File: config.mk
export PLATFORM = sky130hd
export DESIGN_NAME = memory_sequence_player_flat
export DESIGN_NICKNAME = d
export VERILOG_FILES = /design/src/rtl/memory_sequence_player_pkg.sv /design/src/rtl/memory_sequence_player_if.sv /design/src/rtl/lfsr16.sv /design/src/rtl/memory_sequence_player.sv /design/src/flat_wrapper.sv
export SDC_FILE = /design/constraint.sdc
export NUM_CORES = 1
export LEC_CHECK = 0
export BUFFER_PORTS_ARGS = -buffer_cell sky130_fd_sc_hd__buf_2
export CAP_MARGIN = 25
export CELL_PAD_IN_SITES_DETAIL_PLACEMENT = 2
export CELL_PAD_IN_SITES_GLOBAL_PLACEMENT = 2
export CORE_MARGIN = 4
export CORE_UTILIZATION = 37
export DETAILED_ROUTE_END_ITERATION = 10
export PLACE_DENSITY_LB_ADDON = 0.1
export SYNTH_ARGS = -nofsm -noshare
export SYNTH_HDL_FRONTEND = slang
export SYNTH_HIERARCHICAL = 1
export SYNTH_SLANG_ARGS = --single-unit
File: constraint.sdc
create_clock -name clk -period 3.8 [get_ports clk]
set_input_delay 0.95 -clock clk [delete_from_list [all_inputs] [get_ports clk]]
set_output_delay 0.95 -clock clk [all_outputs]
set_load 0.01 [all_outputs]
File: src/rtl/memory_sequence_player_pkg.sv
// Shared types and constants for the LED memory game blocks.
// Holds the round state enum, position width, difficulty type and LFSR taps.
package game_pkg;

    typedef enum logic [2:0] {
        IDLE,
        GEN,
        SHOW_ON,
        SHOW_OFF,
        DONE
    } state_t;

    localparam int POS_W = 4;

    typedef logic [1:0] difficulty_t;

    // Galois right-shift mask for x^16+x^14+x^13+x^11+1
    localparam logic [15:0] LFSR_TAPS = 16'hB400;

endpackage

File: src/rtl/memory_sequence_player_if.sv
// Bundle between game controller / checker and the sequence player.
// master: drives start, difficulty; slave: drives led, busy, seq_*.
interface memory_sequence_player_if
    import game_pkg::*;
#(
    parameter int NUM_LEDS = 10,
    parameter int MAX_LEN  = 6
);
    logic                       start;
    difficulty_t                difficulty;
    logic [NUM_LEDS-1:0]        led;
    logic                       busy;
    logic                       seq_valid;
    logic [2:0]                 seq_len;
    logic [POS_W*MAX_LEN-1:0]   seq_data;

    modport master (
        output start, difficulty,
        input  led, busy, seq_valid, seq_len, seq_data
    );

    modport slave (
        input  start, difficulty,
        output led, busy, seq_valid, seq_len, seq_data
    );
endinterface

File: src/rtl/lfsr16.sv
// 16-bit Galois LFSR, free-running every cycle; reloads seed on reset.
// Ports: clk, reset (sync, high), seed (reset value), q (current state).
module lfsr16
    import game_pkg::*;
(
    input  logic        clk,
    input  logic        reset,
    input  logic [15:0] seed,
    output logic [15:0] q
);
    logic [15:0] q_q;
    logic [15:0] q_d;

    always_comb begin
        q_d = q_q >> 1;
        if (q_q[0]) begin
            q_d = q_d ^ LFSR_TAPS;
        end
    end

    always_ff @(posedge clk) begin
        if (reset) begin
            q_q <= seed;
        end else begin
            q_q <= q_d;
        end
    end

    assign q = q_q;
endmodule

File: src/rtl/memory_sequence_player.sv
// Generates a random LED sequence sized by difficulty, flashes it,
// then publishes it. Ports: clk, reset (sync, high), bus (slave side).
module memory_sequence_player
    import game_pkg::*;
#(
    parameter int          NUM_LEDS   = 10,
    parameter int          BASE_LEN   = 3,
    parameter int          MAX_LEN    = 6,
    parameter int          ON_CYCLES  = 25000000,
    parameter int          OFF_CYCLES = 12500000,
    parameter logic [15:0] LFSR_SEED  = 16'hACE1
) (
    input logic                     clk,
    input logic                     reset,
    memory_sequence_player_if.slave bus
);
    localparam logic [NUM_LEDS-1:0] LED_ONE = NUM_LEDS'(1);
    localparam logic [3:0]          NUM_C   = 4'(NUM_LEDS);

    state_t                   state_q, state_d;
    difficulty_t              lvl_q, lvl_d;
    logic [2:0]               idx_q, idx_d;
    logic [2:0]               len_q, len_d;
    logic [31:0]              timer_q, timer_d;
    logic [POS_W*MAX_LEN-1:0] data_q, data_d;
    logic [NUM_LEDS-1:0]      led_q, led_d;

    logic [15:0]      rnd;
    logic [3:0]       cand;
    logic             lfsr_unused;
    logic [31:0]      on_ticks;
    logic [POS_W-1:0] show_pos;

    lfsr16 u_lfsr (
        .clk   (clk),
        .reset (reset),
        .seed  (LFSR_SEED),
        .q     (rnd)
    );

    assign cand        = rnd[3:0];
    assign lfsr_unused = ^rnd[15:4];
    assign on_ticks    = (32'(ON_CYCLES) >> lvl_q) - 32'd1;

    always_comb begin
        state_d  = state_q;
        lvl_d    = lvl_q;
        idx_d    = idx_q;
        len_d    = len_q;
        timer_d  = timer_q;
        data_d   = data_q;
        led_d    = '0;
        show_pos = '0;

        unique case (state_q)
            IDLE, DONE: begin
                if (bus.start) begin
                    lvl_d   = bus.difficulty;
                    len_d   = 3'(BASE_LEN) + {1'b0, bus.difficulty};
                    data_d  = '0;
                    idx_d   = '0;
                    state_d = GEN;
                end
            end
            GEN: begin
                // out-of-range candidates are dropped; retry next cycle
                if (cand < NUM_C) begin
                    data_d[idx_q*POS_W +: POS_W] = cand;
                    if (idx_q + 3'd1 == len_q) begin
                        idx_d   = '0;
                        timer_d = on_ticks;
                        state_d = SHOW_ON;
                    end else begin
                        idx_d = idx_q + 3'd1;
                    end
                end
            end
            SHOW_ON: begin
                if (timer_q == 32'd0) begin
                    timer_d = 32'(OFF_CYCLES) - 32'd1;
                    state_d = SHOW_OFF;
                end else begin
                    timer_d = timer_q - 32'd1;
                end
            end
            SHOW_OFF: begin
                if (timer_q == 32'd0) begin
                    if (idx_q == len_q - 3'd1) begin
                        state_d = DONE;
                    end else begin
                        idx_d   = idx_q + 3'd1;
                        timer_d = on_ticks;
                        state_d = SHOW_ON;
                    end
                end else begin
                    timer_d = timer_q - 32'd1;
                end
            end
            default: state_d = IDLE;
        endcase

        // led register follows the next state so it lines up with SHOW_ON
        show_pos = data_d[idx_d*POS_W +: POS_W];
        if (state_d == SHOW_ON) begin
            led_d = LED_ONE << show_pos;
        end
    end

    always_ff @(posedge clk) begin
        if (reset) begin
            state_q <= IDLE;
            lvl_q   <= '0;
            idx_q   <= '0;
            len_q   <= '0;
            timer_q <= '0;
            data_q  <= '0;
            led_q   <= '0;
        end else begin
            state_q <= state_d;
            lvl_q   <= lvl_d;
            idx_q   <= idx_d;
            len_q   <= len_d;
            timer_q <= timer_d;
            data_q  <= data_d;
            led_q   <= led_d;
        end
    end

    assign bus.led       = led_q;
    assign bus.busy      = (state_q == GEN) || (state_q == SHOW_ON)
                         || (state_q == SHOW_OFF);
    assign bus.seq_valid = (state_q == DONE);
    assign bus.seq_len   = len_q;
    assign bus.seq_data  = data_q;
endmodule

File: src/flat_wrapper.sv
// flat-port wrapper written by rule: the top's interface ports become plain ports
module memory_sequence_player_flat import game_pkg::*;
#(
    parameter int          NUM_LEDS   = 10,
    parameter int          BASE_LEN   = 3,
    parameter int          MAX_LEN    = 6,
    parameter int          ON_CYCLES  = 25000000,
    parameter int          OFF_CYCLES = 12500000,
    parameter logic [15:0] LFSR_SEED  = 16'hACE1
)
  (clk, reset, bus_start, bus_difficulty, bus_led, bus_busy, bus_seq_valid, bus_seq_len, bus_seq_data);
  memory_sequence_player_if #(.NUM_LEDS(NUM_LEDS), .MAX_LEN(MAX_LEN)) bus_i ();
  input logic clk;
  input logic reset;
  input wire logic [$bits(bus_i.start)-1:0] bus_start;
  input wire logic [$bits(bus_i.difficulty)-1:0] bus_difficulty;
  output wire logic [$bits(bus_i.led)-1:0] bus_led;
  output wire logic [$bits(bus_i.busy)-1:0] bus_busy;
  output wire logic [$bits(bus_i.seq_valid)-1:0] bus_seq_valid;
  output wire logic [$bits(bus_i.seq_len)-1:0] bus_seq_len;
  output wire logic [$bits(bus_i.seq_data)-1:0] bus_seq_data;
  assign bus_i.start = bus_start;
  assign bus_i.difficulty = bus_difficulty;
  assign bus_led = bus_i.led;
  assign bus_busy = bus_i.busy;
  assign bus_seq_valid = bus_i.seq_valid;
  assign bus_seq_len = bus_i.seq_len;
  assign bus_seq_data = bus_i.seq_data;
  memory_sequence_player #(.NUM_LEDS(NUM_LEDS), .BASE_LEN(BASE_LEN), .MAX_LEN(MAX_LEN), .ON_CYCLES(ON_CYCLES), .OFF_CYCLES(OFF_CYCLES), .LFSR_SEED(LFSR_SEED)) u_core (.clk(clk), .reset(reset), .bus(bus_i));
endmodule
==> results of run 1 <==
-- metrics by stage --
stage                     hold WS, ps  power (uW)  area [sq um]   util
after floorplan                   434        3220          5030      -
after global placement            436        3930          5460  0.414
after detailed placement          446        4060          5460  0.414
after CTS                         466        4990          5740  0.435
after global routing              483        5360          5760  0.437
final                             461        4980          5760  0.437
-- cells in the final DEF (no fill, tap or decap), types with 5 or more instances in the layout --
cell       synthesis  layout
a211oi_1           7       7
nand4_1           14      14
mux2_2            10      10
xor2_1             9       9
buf_4              1      16
nand4b_1           6       6
conb_1             2      16
nor4_1             9       9
dfxtp_1           93      93
nor2b_1           10      10
ha_1              12      12
buf_2              3      43
nor3_1            23      23
clkbuf_16          0       9
nor4b_1            6       6
inv_1             15      15
xnor2_1            8       8
o21ai_0           33      33
nor2_1            78      78
nand2_1           35      35
and3_1             8       8
a22oi_1            7       7
a31oi_1           15      15
nand2b_1           5       5
nand3_1           26      26
a21oi_1           29      29
-- state kept, by name (all words and copies together), names as in the netlist --
register,cells
u_core/u_lfsr/q,16
u_core/bus.seq_data,24
u_core/timer_q,32
u_core/bus.seq_len,3
u_core/state_q,3
u_core/bus.led,10
u_core/idx_q,3
u_core/lvl_q,2
-- kinds of logic after synthesis --
family / share of synthesized area
XOR/XNOR: 0.0395
AND/OR/NAND/NOR: 0.282
AO/OA/AOI/OAI: 0.190
flip-flops: 0.374
adder cells (fa/ha/maj): 0.0302
other: 0.00151
buffers and inverters: 0.0400
multiplexers: 0.0427
-- repair_timing --
item,CTS,global route
setup buffers,0,0
gates resized for setup,0,2
endpoints found under the setup margin,0,8
-- final timing paths --
path,startpoint,end,slack [ps],depth (start not counted)
setup / recovery,u_core/idx_q[1]$_SDFF_PP0_,u_core/bus.led[4]$_SDFF_PP0_,240,9
setup reg to reg,u_core/idx_q[1]$_SDFF_PP0_,u_core/bus.led[4]$_SDFF_PP0_,240,9
hold reg to reg,u_core/u_lfsr/q[8]$_DFF_P_,u_core/u_lfsr/q[7]$_DFF_P_,460,1
hold / removal,u_core/u_lfsr/q[8]$_DFF_P_,u_core/u_lfsr/q[7]$_DFF_P_,460,1
-- layer usage --
| metal | wire [um] | vias up | track usage |
|---|---|---|---|
| met5 | 0 | - | 0 |
| met4 | 300 | 0 | 0.0602 |
| met3 | 650 | 23 | 0.0522 |
| met2 | 8770 | 80 | 0.408 |
| met1 | 7820 | 2370 | 0.296 |
| li1 | - | 2237 | - |
-- power groups by stage --
stage	Combinational (uW)	Sequential [uW]	Clock (uW)
after floorplan	1870	1350	0
after global placement	2530	1410	0
after detailed placement	2630	1430	0
after CTS	2660	1410	920
after global routing	2940	1450	974
final	2680	1410	891
-- cell type report --
type | instances | share of cell area
Sequential cell | 93 | 0.323
Multi-Input combinational cell | 458 | 0.518
Timing Repair Buffer | 60 | 0.0617
Inverter | 15 | 0.00978
Clock inverter | 6 | 0.00934
Clock buffer | 10 | 0.0398
Tap cell | 176 | 0.0382
==> results.cfg, run 1 <==
[critical_path]
crit_chain = ha_1 > xor3_1 > o311ai_2 > and2_1 > o21ai_4 > nand2_2 > mux2i_1 > o221ai_1 > nor4_1
endpoint_kind = register
crit_family = simple AND/OR/NAND/NOR gates
startpoint_type = register
cp_max_fo = 12
max_stage_delay_ps = 550
arrival_ps = 3800
crit_path_top_delay_cell = dfxtp_1
critPathBufInv = 0
critPathKind = reg2reg
required_ps = 4050

[route]
avgRoutedWirePerCell_um = 21.4
first_iter_violations = 269
dr.pass1.iters = 4
drc = 0
wl_mm = 17.5
vias = 4710
via_per_inst = 5.76
ant_nets = 0

[synthesis]
ys_seq_area_frac = 0.374
ys_warn_count = 6
ys_top_cells_by_count = 93 x dfxtp_1, 78 x nor2_1, 35 x nand2_1
syn_inst = 581
syn_area_sq_mm = 0.00498
async_flop_share = 0
synth_top_cell_area_share = 0.374
synth-main-ff-cell = dfxtp_1
ys_seq_elements = 93
synth_edf_count = 0
synthTopCellsByArea = dfxtp_1 37%, nor2_1 5.9%, o21ai_0 3.3%
netlist-cell-type-count = 75
syn_area_per_cell_sq_um = 8.56
synth_most_common_cell = dfxtp_1
synth_largest_area_cell = dfxtp_1

[cts]
clockBufferDepth = 2
cts_tree = yes
path_clk_slew_ps = 70
cts.sinks = 93
hold_buffers = 0
htree_levels = 3
clock_latency_ps = 360
numCtsBuffers = 9
cts-root-buf = clkbuf_16

[layout]
n_antenna_cell = 0
regArea_sq_mm = 0.00186
layout-drive-gt1-share = 0.185
syn_to_final_growth_pct = 15.7
nFillCells = 1512
nNetsFinal = 654
multi_input_area_sq_mm = 0.00298
final_cells = 818

[job]
drv_cap = 0

[pwr]
leakagePower_uw = 0.00231
power.density_mw_per_mm2 = 865
power_switching_share = 0.491
clock_power_share = 0.179
power.internal_uw = 2540
seq_power_share = 0.283
power.switching_uw = 2440
p_comb_frac = 0.538
ir_drop_v = 0.000520

[timing]
slew_viol_final = 0
finalHoldViolations = 0
fmax_mhz = 281
tightest_slew_ps = 710
worst_slack_ps = 243
grt_setup_unrepaired = false
period_needed_ps = 3560
tns_ps = 0
maxSlewHeadroom = 0.523
fin_skew_ps = 9.10
finalSetupViolCount = 0
period_share = 0.936

[floorplan]
num_rows = 42
die_x_um = 124
die_height_um = 124
core-area_sq_mm = 0.0132
io_pins = 44
die_area_sq_mm = 0.0154
initial_utilization = 0.377

[placement]
io_buffers = 43
hpwl_mm = 12.6
globalplace.congestion = 0.857
pre_cts_slack_ps = 162
dp.cells = 802

[run_status]
outcome = completed

[global_route]
antenna_found_initial = 0
grt_usage = 0.235
grt_pass1_wl_mm = 27.8
grt_max_degree = 79
first_global_vias = 5024
globalRouteOverflowTotal = 0

[worst_hold_path]
hold_class = reg2reg
No activity file was read; power rests on OpenSTA's default activity.
==> inputs of run 2 (changes only) <==
--- a/config.mk
+++ b/config.mk
@@ -10,7 +10,7 @@
 export CELL_PAD_IN_SITES_DETAIL_PLACEMENT = 2
 export CELL_PAD_IN_SITES_GLOBAL_PLACEMENT = 2
 export CORE_MARGIN = 4
-export CORE_UTILIZATION = 37
+export CORE_UTILIZATION = 28
 export DETAILED_ROUTE_END_ITERATION = 10
 export PLACE_DENSITY_LB_ADDON = 0.1
 export SYNTH_ARGS = -nofsm -noshare
==> run 2 against run 1 <==
Effect of this change:
- count of clock-buffer cells in the layout did not move
- maximum frequency is 2.0% higher
- largest cell class unchanged
- sequential power about the same
- combinational power down 3%
- largest power group unchanged
- clock skew shrank 2.1 ps
==> results.cfg, run 2 (synthesized netlist as in run 1, its figures left out) <==
[timing]
finalSetupViolCount = 0
maxSlewHeadroom = 0.308
fmax_mhz = 287
period_needed_ps = 3490
fin_skew_ps = 7.00
slew_viol_final = 0
tightest_slew_ps = 1040
finalHoldViolations = 0
period_share = 0.918
tns_ps = 0
grt_setup_unrepaired = false

[pwr]
p_comb_frac = 0.532
ir_drop_v = 0.000365
power.switching_uw = 2360
power.density_mw_per_mm2 = 840
leakagePower_uw = 0.00231
power_switching_share = 0.483
clock_power_share = 0.179
power.internal_uw = 2530
seq_power_share = 0.289

[route]
first_iter_violations = 221
vias = 4656
wl_mm = 17.5
drc = 0
dr.pass1.iters = 4
via_per_inst = 5.36
ant_nets = 0
avgRoutedWirePerCell_um = 20.2

[floorplan]
die_x_um = 141
die_area_sq_mm = 0.0200
num_rows = 48
core-area_sq_mm = 0.0174
io_pins = 44
initial_utilization = 0.287
die_height_um = 141

[cts]
cts_tree = yes
clock_latency_ps = 350
cts-root-buf = clkbuf_16
clockBufferDepth = 2
hold_buffers = 0
path_clk_slew_ps = 70
cts.sinks = 93
numCtsBuffers = 9
htree_levels = 3

[layout]
final_common_cell = dfxtp_1
syn_to_final_growth_pct = 17.0
largest_reg_flops = 32
top_register = u_core/timer_q
final_cells = 869
nNetsFinal = 656
layout_common_cells = 93 x dfxtp_1, 77 x nor2_1, 43 x buf_2, 35 x nand2_1, 33 x o21ai_0
layout-drive-gt1-share = 0.189
n_antenna_cell = 0

[global_route]
grt_pass1_wl_mm = 28.5
grt_usage = 0.180
first_global_vias = 5070
globalRouteOverflowTotal = 0
antenna_found_initial = 0
grt_max_degree = 79

[placement]
globalplace.congestion = 0.779
dp.cells = 852
hpwl_mm = 13.1
io_buffers = 43

[critical_path]
crit_end = u_core/bus.led[9]$_SDFF_PP0_
startpoint = u_core/idx_q[0]$_SDFF_PP0_
cp_max_fo = 12
worstReg2RegStart = u_core/idx_q[0]$_SDFF_PP0_
critPathKind = reg2reg
startpoint_type = register
regToRegSetupSlack_ps = 310
worstRegToRegCells = 11
required_ps = 4050
r2r-end = u_core/bus.led[9]$_SDFF_PP0_
endpoint_kind = register
arrival_ps = 3740

[worst_hold_path]
hold_class = reg2reg

[run_status]
outcome = completed

[job]
drv_cap = 0
run 2: cell types whose count changed in the layout (fill, tap and decap cells not counted):
cell,previous run,this run
nor2_1,78,77
o21ai_2,3,4
clkinv_2,0,1
inv_8,1,0
nor2_2,0,1
buf_4,16,18
o21ai_4,1,0
run 2: power groups by stage:
stage | clock network, uW | logic (uW) | registers (uW)
after floorplan | 0 | 1870 | 1350
final | 874 | 2600 | 1410
after CTS | 908 | 2630 | 1410
after global routing | 951 | 2920 | 1450
after global placement | 0 | 2560 | 1420
after detailed placement | 0 | 2610 | 1430
run 2: critical path: stages, from the launching register on:
cell,delay [ps]
dfxtp_1,500
inv_1,110
ha_1,340
buf_4,200
nor3b_1,230
nand4_1,380
nor2_1,210
a31oi_1,80
a21boi_1,160
nor4b_1,400
a311o_1,490
nor4b_1,280
run 2: worst min-delay path by stage:
stage | from | end | slack (ps) | depth (start not counted)
detailed placement | u_core/u_lfsr/q[10]$_DFF_P_ | u_core/u_lfsr/q[9]$_DFF_P_ | 450 | 1
CTS | u_core/u_lfsr/q[5]$_DFF_P_ | u_core/u_lfsr/q[4]$_DFF_P_ | 460 | 1
floorplan | u_core/u_lfsr/q[15]$_DFF_P_ | u_core/u_lfsr/q[14]$_DFF_P_ | 430 | 1
finish | u_core/u_lfsr/q[5]$_DFF_P_ | u_core/u_lfsr/q[4]$_DFF_P_ | 460 | 1
global route | u_core/u_lfsr/q[12]$_DFF_P_ | u_core/u_lfsr/q[11]$_DFF_P_ | 480 | 1
global placement | u_core/u_lfsr/q[9]$_DFF_P_ | u_core/u_lfsr/q[8]$_DFF_P_ | 440 | 1
run 2: metal layers:
layer / share of wire / GRT usage / up-vias
li1: - / - / 2252
met1: 0.45 / 0.226 / 2336
met2: 0.51 / 0.321 / 52
met3: 0.026 / 0.0320 / 16
met4: 0.015 / 0.0418 / 0
met5: 0 / 0 / -
run 2: final cells by class:
class                           count  area (sq um)
Fill cell                        2001         11500
Multi-Input combinational cell    458          2980
Sequential cell                    93          1860
Timing Repair Buffer               62           370
Tap cell                          225           282
Clock buffer                       10           229
Inverter                           15          56.3
Clock inverter                      6          47.5
run 2: repair_timing:
action	4_1_cts	5_1_grt
endpoints found under the setup margin	0	9
gates resized for setup	0	1
setup buffers	0	1
run 2: stage by stage:
step | power, uW | utilization | setup slack (ps) | cell area, sq um | hold WS, ps
after floorplan | 3220 | - | 627 | 5030 | 434
after global placement | 3980 | 0.319 | 286 | 5530 | 439
after detailed placement | 4050 | 0.319 | 159 | 5530 | 448
after CTS | 4950 | 0.335 | 103 | 5810 | 464
after global routing | 5320 | 0.335 | 23.8 | 5820 | 483
final | 4890 | 0.335 | 312 | 5820 | 460
